### src/rtl/mem_stage_ctrl.sv
// Memory-stage controller: posts stores into a small write buffer and drains it to a
// variable-latency bus; loads wait for the buffer to empty and then stall until data returns.
module mem_stage_ctrl #(
  parameter int WB_DEPTH = 2
) (
  input  logic        clk,
  input  logic        reset,
  input  logic        MemReadM,
  input  logic        MemWriteM,
  input  logic [31:0] ALUOutM,
  input  logic [31:0] WriteDataM,
  output logic [31:0] ReadDataM,
  output logic        MemStallM,
  output logic        bus_req,
  output logic        bus_we,
  output logic [31:0] bus_addr,
  output logic [31:0] bus_wdata,
  input  logic        bus_ack,
  input  logic [31:0] bus_rdata
);

  localparam int PTR_W = (WB_DEPTH > 1) ? $clog2(WB_DEPTH) : 1;
  localparam int CNT_W = $clog2(WB_DEPTH + 1);

  typedef enum logic [1:0] {IDLE, WR_BUSY, RD_BUSY, RD_DONE} state_t;

  state_t             state_reg, state_next;
  logic [PTR_W-1:0]   head_reg, tail_reg;
  logic [CNT_W-1:0]   count_reg, count_next;
  logic               bus_req_reg, bus_req_next;
  logic               bus_we_reg, bus_we_next;
  logic [31:0]        bus_addr_reg, bus_addr_next;
  logic [31:0]        bus_wdata_reg, bus_wdata_next;
  logic [31:0]        read_data_reg, read_data_next;
  logic               full, enq, deq;

  // Buffer storage is not reset: clearing the count is what discards pending stores.
  logic [29:0]        wb_addr_mem [WB_DEPTH];
  logic [31:0]        wb_data_mem [WB_DEPTH];

  function automatic logic [PTR_W-1:0] ptr_inc(input logic [PTR_W-1:0] p);
    return (p == PTR_W'(WB_DEPTH - 1)) ? '0 : p + 1'b1;
  endfunction

  assign full = (count_reg == CNT_W'(WB_DEPTH));
  // A simultaneous load+store is illegal; the load wins and the store is dropped.
  assign enq  = MemWriteM & ~MemReadM & ~full;

  always_ff @(posedge clk) begin
    if (enq) begin
      wb_addr_mem[tail_reg] <= ALUOutM[31:2];
      wb_data_mem[tail_reg] <= WriteDataM;
    end
  end

  always_comb begin
    state_next     = state_reg;
    bus_req_next   = bus_req_reg;
    bus_we_next    = bus_we_reg;
    bus_addr_next  = bus_addr_reg;
    bus_wdata_next = bus_wdata_reg;
    read_data_next = read_data_reg;
    deq            = 1'b0;
    case (state_reg)
      IDLE: begin
        // Draining always goes first so a load never overtakes an older store.
        if (count_reg != '0) begin
          state_next     = WR_BUSY;
          bus_req_next   = 1'b1;
          bus_we_next    = 1'b1;
          bus_addr_next  = {wb_addr_mem[head_reg], 2'b00};
          bus_wdata_next = wb_data_mem[head_reg];
        end else if (MemReadM) begin
          state_next    = RD_BUSY;
          bus_req_next  = 1'b1;
          bus_we_next   = 1'b0;
          bus_addr_next = {ALUOutM[31:2], 2'b00};
        end
      end
      WR_BUSY: begin
        if (bus_ack) begin
          deq          = 1'b1;
          state_next   = IDLE;
          bus_req_next = 1'b0;
        end
      end
      RD_BUSY: begin
        if (bus_ack) begin
          read_data_next = bus_rdata;
          state_next     = RD_DONE;
          bus_req_next   = 1'b0;
        end
      end
      RD_DONE: state_next = IDLE;
      default: state_next = IDLE;
    endcase
  end

  always_comb begin
    count_next = count_reg;
    case ({enq, deq})
      2'b10:   count_next = count_reg + 1'b1;
      2'b01:   count_next = count_reg - 1'b1;
      default: count_next = count_reg;
    endcase
  end

  // Stall is forced low while reset is held so the hazard unit releases immediately.
  always_comb begin
    MemStallM = 1'b0;
    if (!reset)
      MemStallM = 1'b0;
    else if (MemReadM)
      MemStallM = (state_reg != RD_DONE);
    else if (MemWriteM)
      MemStallM = full;
  end

  always_ff @(posedge clk or negedge reset) begin
    if (!reset) begin
      state_reg     <= IDLE;
      head_reg      <= '0;
      tail_reg      <= '0;
      count_reg     <= '0;
      bus_req_reg   <= 1'b0;
      bus_we_reg    <= 1'b0;
      bus_addr_reg  <= '0;
      bus_wdata_reg <= '0;
      read_data_reg <= '0;
    end else begin
      state_reg     <= state_next;
      count_reg     <= count_next;
      bus_req_reg   <= bus_req_next;
      bus_we_reg    <= bus_we_next;
      bus_addr_reg  <= bus_addr_next;
      bus_wdata_reg <= bus_wdata_next;
      read_data_reg <= read_data_next;
      if (enq) tail_reg <= ptr_inc(tail_reg);
      if (deq) head_reg <= ptr_inc(head_reg);
    end
  end

  assign bus_req   = bus_req_reg;
  assign bus_we    = bus_we_reg;
  assign bus_addr  = bus_addr_reg;
  assign bus_wdata = bus_wdata_reg;
  assign ReadDataM = read_data_reg;

endmodule

### config.mk
export PLATFORM = sky130hd
export DESIGN_NAME = mem_stage_ctrl
export DESIGN_NICKNAME = d
export VERILOG_FILES = /design/src/rtl/mem_stage_ctrl.sv
export SDC_FILE = /design/constraint.sdc
export NUM_CORES = 1
export LEC_CHECK = 0
export BUFFER_PORTS_ARGS = -buffer_cell sky130_fd_sc_hd__clkbuf_2
export CAP_MARGIN = 40
export CORE_ASPECT_RATIO = 0.7
export CORE_MARGIN = 8
export CORE_UTILIZATION = 40
export DETAILED_ROUTE_END_ITERATION = 8
export PLACE_DENSITY = 0.59
export SLEW_MARGIN = 25
export SYNTH_ARGS = -nofsm -noshare
export SYNTH_HDL_FRONTEND = slang
export SYNTH_SLANG_ARGS = --single-unit
### constraint.sdc
create_clock -name clk -period 8.96 [get_ports clk]
set_input_delay 0.448 -clock clk [delete_from_list [all_inputs] [get_ports clk]]
set_output_delay 0.448 -clock clk [all_outputs]
set_load 0.01 [all_outputs]
==> results.py, run 1 <==
metrics = {
    "status": {
        "status": "finished clean",
    },
    "critical_path": {
        "arrival_ps": 2790,
        "cpPeakStageDelay_ps": 660,
        "path_class": "flip-flop to flip-flop",
        "cpMaxStageDelayCell": "nor2_4",
        "worstPathCellList": "nand2b_1, nand3b_1, nor2_4, buf_4",
        "worstPathMaxFanout": 40,
        "cp_data_required_time_ps": 9090,
        "path_buf_inv": 1,
        "path_delay_family": "simple AND/OR/NAND/NOR gates",
        "crit_path_end_kind": "flip-flop",
        "start_kind": "flip-flop",
    },
    "cells_and_area": {
        "design_area_um2": 10500,
        "largest_reg_flops": 64,
        "regMostFlops": "wb_data_mem",
        "top_regs": "wb_data_mem: 64 flops, wb_addr_mem: 60 flops",
        "drive_above_1_share_pct": 37.1,
        "antenna_cells": 0,
        "mostFrequentLayoutCell": "clkbuf_2",
        "area_growth_pct": 23.7,
        "nNetsFinal": 827,
        "final_cell_mix": "194 x clkbuf_2, 124 x edfxtp_1, 101 x dfrtp_1, 64 x mux2i_1, 37 x nand2_1",
    },
    "logic_synthesis": {
        "synth-compound-area-share_pct": 6.06,
        "synth_area_um2": 8450,
        "synth_edf_count": 124,
        "synthCells": 518,
        "yosysWarnings": 0,
        "synth_area_leader_cell": "edfxtp_1",
        "ys_types": 33,
        "synthAdderAreaFrac_pct": 1.04,
        "yosys.area_share.xor_xnor_pct": 0.518,
        "synth.top_cell.area_share_pct": 44.1,
        "avgSynthCellArea_um2": 16.3,
        "synth_top_family_by_area": "multiplexers",
        "synth_seq_area_share_pct": 74.3,
        "yosys_most_used_dff": "edfxtp_1",
        "synth_mux_area_share_pct": 12.0,
        "synthSimpleGateAreaFrac_pct": 3.89,
        "synth-seq-cells": 226,
        "synth.area.top_cells": "edfxtp_1 44%, dfrtp_1 30%, mux2i_1 7.6%",
        "async_flop_share_pct": 45.1,
    },
    "timing": {
        "finalCritPeriodShare_pct": 29.7,
        "slew_viol_final": 0,
        "fmax_mhz": 375,
        "setup_viol": 0,
        "whs_ps": 144,
        "fin_setup_tns_ps": 0,
        "finClkSkew_ps": 9.58,
        "maxSlewHeadroom_pct": 47.4,
        "rsz0062_at_grt": "no",
        "hold_viol_final": 0,
        "tightest_slew_ps": 786,
        "period_minus_slack_ps": 2660,
    },
    "global_route": {
        "overflow": 0,
        "grt_pass1_vias": 5302,
        "grt_pass1_wl_um": 29100,
        "grt_max_degree": 70,
        "antenna_found_initial": 0,
        "gr-usage-all-layers_pct": 14.0,
    },
    "detailed_routing": {
        "first_iter_violations": 283,
        "ant_nets": 0,
        "vias": 4933,
        "routed_wl_um": 18800,
        "drc": 0,
        "avgViaCountPerCell": 4.88,
        "dr.pass1.iters": 4,
        "wl_per_cell_um": 18.6,
    },
    "power_and_ir_drop": {
        "pwr-share-clk_pct": 24.1,
        "swShare_pct": 32.9,
        "p_total_uw": 3630,
        "pwr-share-comb_pct": 32.1,
        "vdd_drop_max_mv": 0.183,
        "intPower_uw": 2440,
        "power_density_nw_per_um2": 347,
        "leakagePower_uw": 0.00454,
        "seq_power_share_pct": 43.8,
        "switchingPower_uw": 1200,
    },
    "clock_tree": {
        "cts_root_buf": "clkbuf_16",
        "htreeDepth": 1,
        "tritoncts": "yes",
        "ctsResizeCount": 0,
        "clock_sinks": 226,
        "cts_inserted_buffers": 22,
        "clk_pin_slew_ps": 60,
        "post_cts_buffers": 0,
        "ctsHoldBuffers": 1,
        "clockBufferDepth": 3,
        "clock_latency_ps": 490,
    },
    "place": {
        "place_area_um2": 9720,
        "dpl.hpwl_um": 12500,
        "port_buffers": 195,
        "gp_congestion": 0.725,
    },
    "job": {
        "max-cap-violations": 0,
    },
    "floorplanning": {
        "dieArea_um2": 26100,
        "dieHeight_um": 138,
        "io-pin-count": 200,
        "start_util_pct": 40.7,
        "num_rows": 44,
        "coreArea_um2": 20800,
        "die-width_um": 190,
    },
    "hold_path": {
        "hold_path.class": "input port to flip-flop",
    },
}
## Yosys cell counts (3+ instances only)
| cell type | n |
|---|---|
| mux2_2 | 32 |
| nor2_1 | 36 |
| clkbuf_1 | 3 |
| o21ai_1 | 12 |
| dfrtp_1 | 102 |
| inv_1 | 4 |
| edfxtp_1 | 124 |
| nand2_1 | 37 |
| buf_6 | 3 |
| o21ai_0 | 20 |
| mux2i_1 | 64 |
| buf_4 | 4 |
| xnor2_1 | 3 |
| ha_1 | 7 |
| a221o_1 | 30 |
| buf_2 | 19 |
## area by class of cell
cell class,instances,area (um^2)
Clock buffer,34,667
Clock inverter,6,28.8
Fill cell,1812,10300
Inverter,4,15.0
Multi-Input combinational cell,260,2020
Sequential cell,226,6280
Tap cell,276,345
Timing Repair Buffer,205,1100
## worst paths after layout
check | endpoint | slack (ps) | start | cells after the start
worst max-delay path | wb_addr_mem[1][28] | 6300 | count_reg[0] | 4
worst min-delay path | wb_data_mem[0][23] | 140 | WriteDataM[23] | 1
worst max register to register | wb_addr_mem[1][28] | 6300 | count_reg[0] | 4
worst min register to register | bus_wdata[25] | 480 | bus_wdata[25] | 2
max in group asynchronous | state_reg[0] | 7470 | reset | 4
min in group asynchronous | bus_addr[7] | 500 | reset | 2
## cell families after synthesis
family | Yosys count
other cells | 1
mux | 97
compound gates | 68
flops | 226
xor+xnor | 5
fa+ha+maj | 7
buf+inv | 33
simple gates | 81
## metrics by stage
| step | worst slack [ps] | std cells | util (%) |
|---|---|---|---|
| finish | 6300 | 1011 | 50.4 |
| global route | 6100 | 1011 | 50.4 |
| CTS | 6210 | 1010 | 50.2 |
| detailed placement | 6220 | 969 | 46.8 |
| global placement | 6250 | 968 | 46.7 |
| floorplan | 5100 | 519 | - |
## power groups by stage
stage	Clock (uW)	Combinational (uW)	Sequential, uW
CTS	902	1200	1590
floorplan	0	662	1670
finish	875	1170	1590
global placement	0	1160	1590
detailed placement	0	1190	1610
global route	945	1290	1620
## layer usage
metal,track usage (%),up-vias,wire length [um]
li1,-,2319,-
met1,18.5,2425,8460
met2,22.4,165,8630
met3,4.30,24,1360
met4,3.29,0,336
met5,0,-,0
## worst register-to-register path, stage by stage (launching register included)
cell and delay [ps]:
dfrtp_1 540, nand2b_1 190, nand3b_1 260, nor2_4 660, buf_4 630
(Power assumes the default switching activity.)
==> run 2, diff against run 1 <==
--- a/config.mk
+++ b/config.mk
@@ -11,7 +11,7 @@
 export CORE_MARGIN = 8
 export CORE_UTILIZATION = 40
 export DETAILED_ROUTE_END_ITERATION = 8
-export PLACE_DENSITY = 0.59
+export PLACE_DENSITY = 0.62
 export SLEW_MARGIN = 25
 export SYNTH_ARGS = -nofsm -noshare
 export SYNTH_HDL_FRONTEND = slang
==> constraint.sdc (replaced) <==
create_clock -name clk -period 2.3 [get_ports clk]
set_input_delay 0.115 -clock clk [delete_from_list [all_inputs] [get_ports clk]]
set_output_delay 0.115 -clock clk [all_outputs]
set_load 0.01 [all_outputs]
==> run 2 against run 1 <==
  * Wire length is 6.1% higher
  * Non-clock buffer count is 100 higher
  * Utilization rose by 5.1 points
  * Die area is the same
  * Setup slack worse by 5900 ps
  * Sequential share of layout area down 5.5 points
==> results.py, run 2 (synthesis gave the netlist of run 1 again) <==
metrics = {
    "timing": {
        "slew_viol_final": 0,
        "setup_viol": 0,
        "finClkSkew_ps": 7.16,
        "finalCritPeriodShare_pct": 82.9,
        "fin_setup_tns_ps": 0,
        "maxSlewHeadroom_pct": 59.8,
        "fin_ws_ps": 394,
        "fmax_mhz": 525,
        "hold_viol_final": 0,
        "period_minus_slack_ps": 1910,
        "tightest_slew_ps": 601,
        "rsz0062_at_grt": "no",
    },
    "critical_path": {
        "cp_data_required_time_ps": 2680,
        "arrival_ps": 2280,
        "reg2regPathDepth": 6,
        "start_kind": "flip-flop",
        "critPathLaunch": "state_reg[0]",
        "worstPathMaxFanout": 51,
        "crit_path_end": "bus_addr[10]",
        "path_class": "flip-flop to flip-flop",
        "crit_path_end_kind": "flip-flop",
        "reg2reg_from": "state_reg[0]",
        "timing.rr.end": "bus_addr[10]",
        "ff2ff_setup_slack_ps": 390,
    },
    "global_route": {
        "gr-usage-all-layers_pct": 15.1,
        "grt_pass1_vias": 5986,
        "overflow": 0,
        "grt_pass1_wl_um": 32000,
        "grt_max_degree": 72,
        "antenna_found_initial": 0,
    },
    "cells_and_area": {
        "area_growth_pct": 36.3,
        "largest_reg_flops": 64,
        "nFillCells": 1673,
        "multiInputGateArea_um2": 2020,
        "drive_above_1_share_pct": 33.3,
        "final_cell_mix": "194 x clkbuf_2, 124 x edfxtp_1, 101 x dfrtp_1, 97 x dlygate4sd3_1, 64 x mux2i_1",
        "top_regs": "wb_data_mem: 64 flops, wb_addr_mem: 60 flops",
        "mostFrequentLayoutCell": "clkbuf_2",
        "layout.cells.non_filler": 1111,
        "nNetsFinal": 927,
        "regArea_um2": 6280,
        "regMostFlops": "wb_data_mem",
        "antenna_cells": 0,
        "design_area_um2": 11500,
    },
    "clock_tree": {
        "ctsResizeCount": 0,
        "tritoncts": "yes",
        "cts_inserted_buffers": 22,
        "clock_latency_ps": 490,
        "clk_pin_slew_ps": 60,
        "cts_root_buf": "clkbuf_16",
        "clock_sinks": 226,
        "clockBufferDepth": 3,
        "htreeDepth": 1,
    },
    "floorplanning": {
        "dieArea_um2": 26100,
        "num_rows": 44,
        "die-width_um": 190,
        "start_util_pct": 40.7,
        "io-pin-count": 200,
        "coreArea_um2": 20800,
        "dieHeight_um": 138,
    },
    "detailed_routing": {
        "met1Wirelength_um": 8670,
        "highest_layer": "met4",
        "wl_per_cell_um": 17.9,
        "ant_nets": 0,
        "drc": 0,
        "first_iter_violations": 257,
        "vias": 5435,
        "avgViaCountPerCell": 4.89,
        "routed_wl_um": 19900,
        "wl_met3_um": 1450,
        "met2WireLength_um": 9530,
        "dr.pass1.iters": 4,
    },
    "power_and_ir_drop": {
        "vdd_drop_max_mv": 0.661,
        "leakagePower_uw": 0.00498,
        "power_density_nw_per_um2": 1260,
    },
    "place": {
        "place_area_um2": 9840,
        "place_ws_ps": 368,
        "gp_congestion": 0.756,
        "dpl.hpwl_um": 12800,
        "port_buffers": 195,
        "dp.cells": 974,
    },
    "status": {
        "status": "finished clean",
    },
    "job": {
        "max-cap-violations": 0,
    },
    "hold_path": {
        "hold_path.class": "input port to flip-flop",
    },
}
[run 2: changes by cell type in the layout (fill, tap and decap cells not counted), sizes merged]
cell | previous run | this run
clkinvlp | 1 | 0
buf | 10 | 14
dlygate4sd3 | 1 | 97
clkbuf | 228 | 229
[run 2: layout make-up]
cell class | count | share of cell area, %
repair buffers | 305 | 18.6
well taps | 276 | 3.00
clock buffers | 35 | 5.92
inverters | 4 | 0.130
clock inverters | 5 | 0.206
multi-input cells | 260 | 17.6
flip-flops and latches | 226 | 54.5
[run 2: timing repair]
action	4_1_cts	5_1_grt
hold endpoints to repair	220	0
buffers inserted	0	0
hold buffers	97	0
[run 2: layer usage]
metal  up-vias  global-route usage [%]
li1       2517                       -
met1      2702                    19.7
met2       190                    25.3
met3        26                    4.38
met4         0                    2.73
met5         -                       0
[run 2: worst max-delay path, stage by stage (launching register included)]
cell	delay, ps
dfrtp_1	390
inv_1	120
ha_1	340
o21ai_4	280
buf_12	300
nor2_1	80
a221o_1	260
[run 2: power by group]
part           internal, uW  switching, uW  leakage [uW]
sequential             5520            691       0.00238
combinational          2200           2640       0.00226
clock                  2030           1430      0.000350
[run 2: worst min-delay path by stage]
stage / startpoint / end / depth (start not counted) / slack, ps
after global placement: reset / bus_addr[10] / 1 / 110
final: MemWriteM / tail_reg / 3 / 120
after detailed placement: reset / bus_addr[7] / 1 / 120
after CTS: MemWriteM / tail_reg / 3 / 100
after global routing: MemWriteM / tail_reg / 3 / 140
after floorplan: reset / ReadDataM[0] / 0 / -180
[run 2: metrics by stage]
step	power [uW]	hold WS [ps]	util, %
after floorplan	9060	-181	-
after global placement	10900	110	47.4
after detailed placement	11100	117	47.4
after CTS	14700	104	55.5
after global routing	15400	139	55.5
final	14500	122	55.5
==> run 3, diff against run 2 <==
--- a/config.mk
+++ b/config.mk
@@ -11,7 +11,7 @@
 export CORE_MARGIN = 8
 export CORE_UTILIZATION = 40
 export DETAILED_ROUTE_END_ITERATION = 8
-export PLACE_DENSITY = 0.62
+export PLACE_DENSITY = 0.59
 export SLEW_MARGIN = 25
 export SYNTH_ARGS = -nofsm -noshare
 export SYNTH_HDL_FRONTEND = slang
==> constraint.sdc (replaced) <==
create_clock -name clk -period 1.95 [get_ports clk]
set_input_delay 0.0975 -clock clk [delete_from_list [all_inputs] [get_ports clk]]
set_output_delay 0.0975 -clock clk [all_outputs]
set_load 0.01 [all_outputs]
==> run 3 against run 2 <==
  * Non-clock buffer count is 5 higher
  * Critical endpoint is now MemStallM
  * Clock skew is 13 ps higher
  * First-iteration DRC count is 8.6% lower
  * Setup slack worse by 200 ps
  * Die area stayed put
  * Register-to-register slack worse by 200 ps
  * Combinational power is 23% higher
==> results.py, run 3 (synthesis gave the netlist of run 1 again) <==
metrics = {
    "clock_tree": {
        "clk_pin_slew_ps": 60,
        "cts_root_buf": "clkbuf_16",
        "clockBufferDepth": 3,
        "post_cts_buffers": 0,
        "htreeDepth": 1,
        "tritoncts": "yes",
        "clock_latency_ps": 500,
        "cts_inserted_buffers": 22,
        "clock_sinks": 226,
    },
    "timing": {
        "whs_ps": 101,
        "finalCritPeriodShare_pct": 89.9,
        "fmax_mhz": 571,
        "slew_viol_final": 0,
        "hold_viol_final": 0,
        "period_minus_slack_ps": 1750,
        "finClkSkew_ps": 20.0,
        "setup_viol": 0,
        "rsz0062_at_grt": "no",
        "maxSlewHeadroom_pct": 55.0,
        "tightest_slew_ps": 674,
    },
    "detailed_routing": {
        "vias": 5381,
        "wl_per_cell_um": 17.7,
        "dr.pass1.iters": 4,
        "routed_wl_um": 19800,
        "ant_nets": 0,
        "drc": 0,
        "first_iter_violations": 235,
        "avgViaCountPerCell": 4.82,
    },
    "cells_and_area": {
        "multiInputGateArea_um2": 2030,
        "drive_above_1_share_pct": 34.3,
        "regArea_um2": 6280,
        "layout.cells.non_filler": 1117,
        "top_regs": "wb_data_mem: 64 flops, wb_addr_mem: 60 flops",
        "largest_reg_flops": 64,
        "mostFrequentLayoutCell": "clkbuf_2",
        "area_growth_pct": 37.6,
        "nNetsFinal": 932,
        "regMostFlops": "wb_data_mem",
        "final_cell_mix": "194 x clkbuf_2, 124 x edfxtp_1, 101 x dfrtp_1, 98 x dlygate4sd3_1, 64 x mux2i_1",
        "nFillCells": 1691,
    },
    "global_route": {
        "gr-usage-all-layers_pct": 14.8,
        "grt_pass1_wl_um": 31300,
        "antenna_found_initial": 1,
        "grt_max_degree": 60,
        "grt_pass1_vias": 5958,
        "overflow": 0,
    },
    "floorplanning": {
        "dieHeight_um": 138,
        "io-pin-count": 200,
        "start_util_pct": 40.7,
        "dieArea_um2": 26100,
        "coreArea_um2": 20800,
        "die-width_um": 190,
        "num_rows": 44,
    },
    "power_and_ir_drop": {
        "leakagePower_uw": 0.00505,
        "vdd_drop_max_mv": 0.763,
        "power_density_nw_per_um2": 1500,
    },
    "critical_path": {
        "start_kind": "input port",
        "critPathLaunch": "reset",
        "reg2regPathDepth": 5,
        "path_delay_family": "buffers and inverters",
        "path_class": "input port to output port",
        "worstPathMaxFanout": 6,
        "timing.rr.end": "bus_addr[12]",
        "crit_path_end": "MemStallM",
        "cp_common_cell": "dlygate4sd3_1",
        "crit_path_end_kind": "output port",
        "cpPeakStageDelay_ps": 560,
        "reg2reg_from": "count_reg[1]",
        "arrival_ps": 1650,
        "cp_data_required_time_ps": 1850,
        "cpMaxStageDelayCell": "dlygate4sd3_1",
        "path_buf_inv": 4,
        "ff2ff_setup_slack_ps": 200,
        "worstPathCellList": "dlygate4sd3_1, dlygate4sd3_1, buf_4, o21a_1, clkbuf_2",
        "cp.depth": 5,
    },
    "place": {
        "gp_congestion": 0.735,
        "port_buffers": 195,
        "dpl.hpwl_um": 13000,
        "dp.cells": 978,
    },
    "hold_path": {
        "hold_path.class": "input port to flip-flop",
    },
    "job": {
        "max-cap-violations": 0,
    },
    "status": {
        "status": "finished clean",
    },
}
## run 3: cell types whose count changed in the layout (fill, tap and decap cells not counted), moves of 2 or more
cell / change
buf_12: +3
clkbuf_1: -4
clkbuf_8: +2
clkinv_2: +3
## run 3: worst register-to-register path: cells and delay by family, from the launching register on
family / cells / cell delay [ps]
flip-flops: 1 / 450
AND/OR/NAND/NOR: 1 / 70
AO/OA/AOI/OAI: 2 / 700
buffers and inverters: 2 / 410
## run 3: report_power, final
| part | leakage [uW] | internal [uW] | switching [uW] | total, uW |
|---|---|---|---|---|
| Sequential | 0.00238 | 6510 | 765 | 7270 |
| Clock | 0.000372 | 2510 | 1720 | 4230 |
| Combinational | 0.00230 | 2780 | 3140 | 5920 |
| Total | 0.00505 | 11800 | 5620 | 17400 |
## run 3: routing by layer
metal | up-vias | share of wire, % | track usage, %
met4 | 2 | 2.1 | 4.07
li1 | 2528 | - | -
met2 | 150 | 48 | 25.2
met3 | 31 | 6.2 | 3.67
met5 | - | 0.046 | 0
met1 | 2670 | 43 | 18.7
## run 3: what timing repair did
| action | 4_1_cts | 5_1_grt |
|---|---|---|
| endpoints found under the hold margin | 291 | 0 |
| endpoints found under the setup margin | 0 | 9 |
| hold buffers | 98 | 0 |
| gates resized for setup | 0 | 1 |
## run 3: per-stage QoR
step	utilization (%)	cell area (um^2)	total power (uW)	worst slack (ps)	TNS, ps
6_report	56.0	11600	17400	198	0
5_1_grt	56.0	11600	18500	97.0	0
4_1_cts	56.0	11600	17700	65.4	0
3_5_place_dp	47.7	9910	13300	53.5	0
3_3_place_gp	47.7	9910	13000	201	0
2_1_floorplan	-	8470	10700	-255	-30200
## run 3: final cells by class
| cell class | instances | area share, % |
|---|---|---|
| Sequential cell | 226 | 54.0 |
| Clock buffer | 32 | 5.76 |
| Antenna cell | 1 | 0.0215 |
| Tap cell | 276 | 2.97 |
| Inverter | 4 | 0.129 |
| Clock inverter | 8 | 0.560 |
| Timing Repair Buffer | 310 | 19.1 |
| Multi-Input combinational cell | 260 | 17.4 |
## run 3: how the worst min path moves through the flow
stage | startpoint | end | slack [ps] | cells after the start
after floorplan | reset | ReadDataM[0] | -200 | 0
after global placement | reset | bus_addr[10] | -20 | 1
after detailed placement | reset | bus_addr[10] | -30 | 1
after CTS | MemReadM | bus_req | 90 | 4
after global routing | MemWriteM | tail_reg | 150 | 3
final | MemReadM | bus_req | 100 | 4
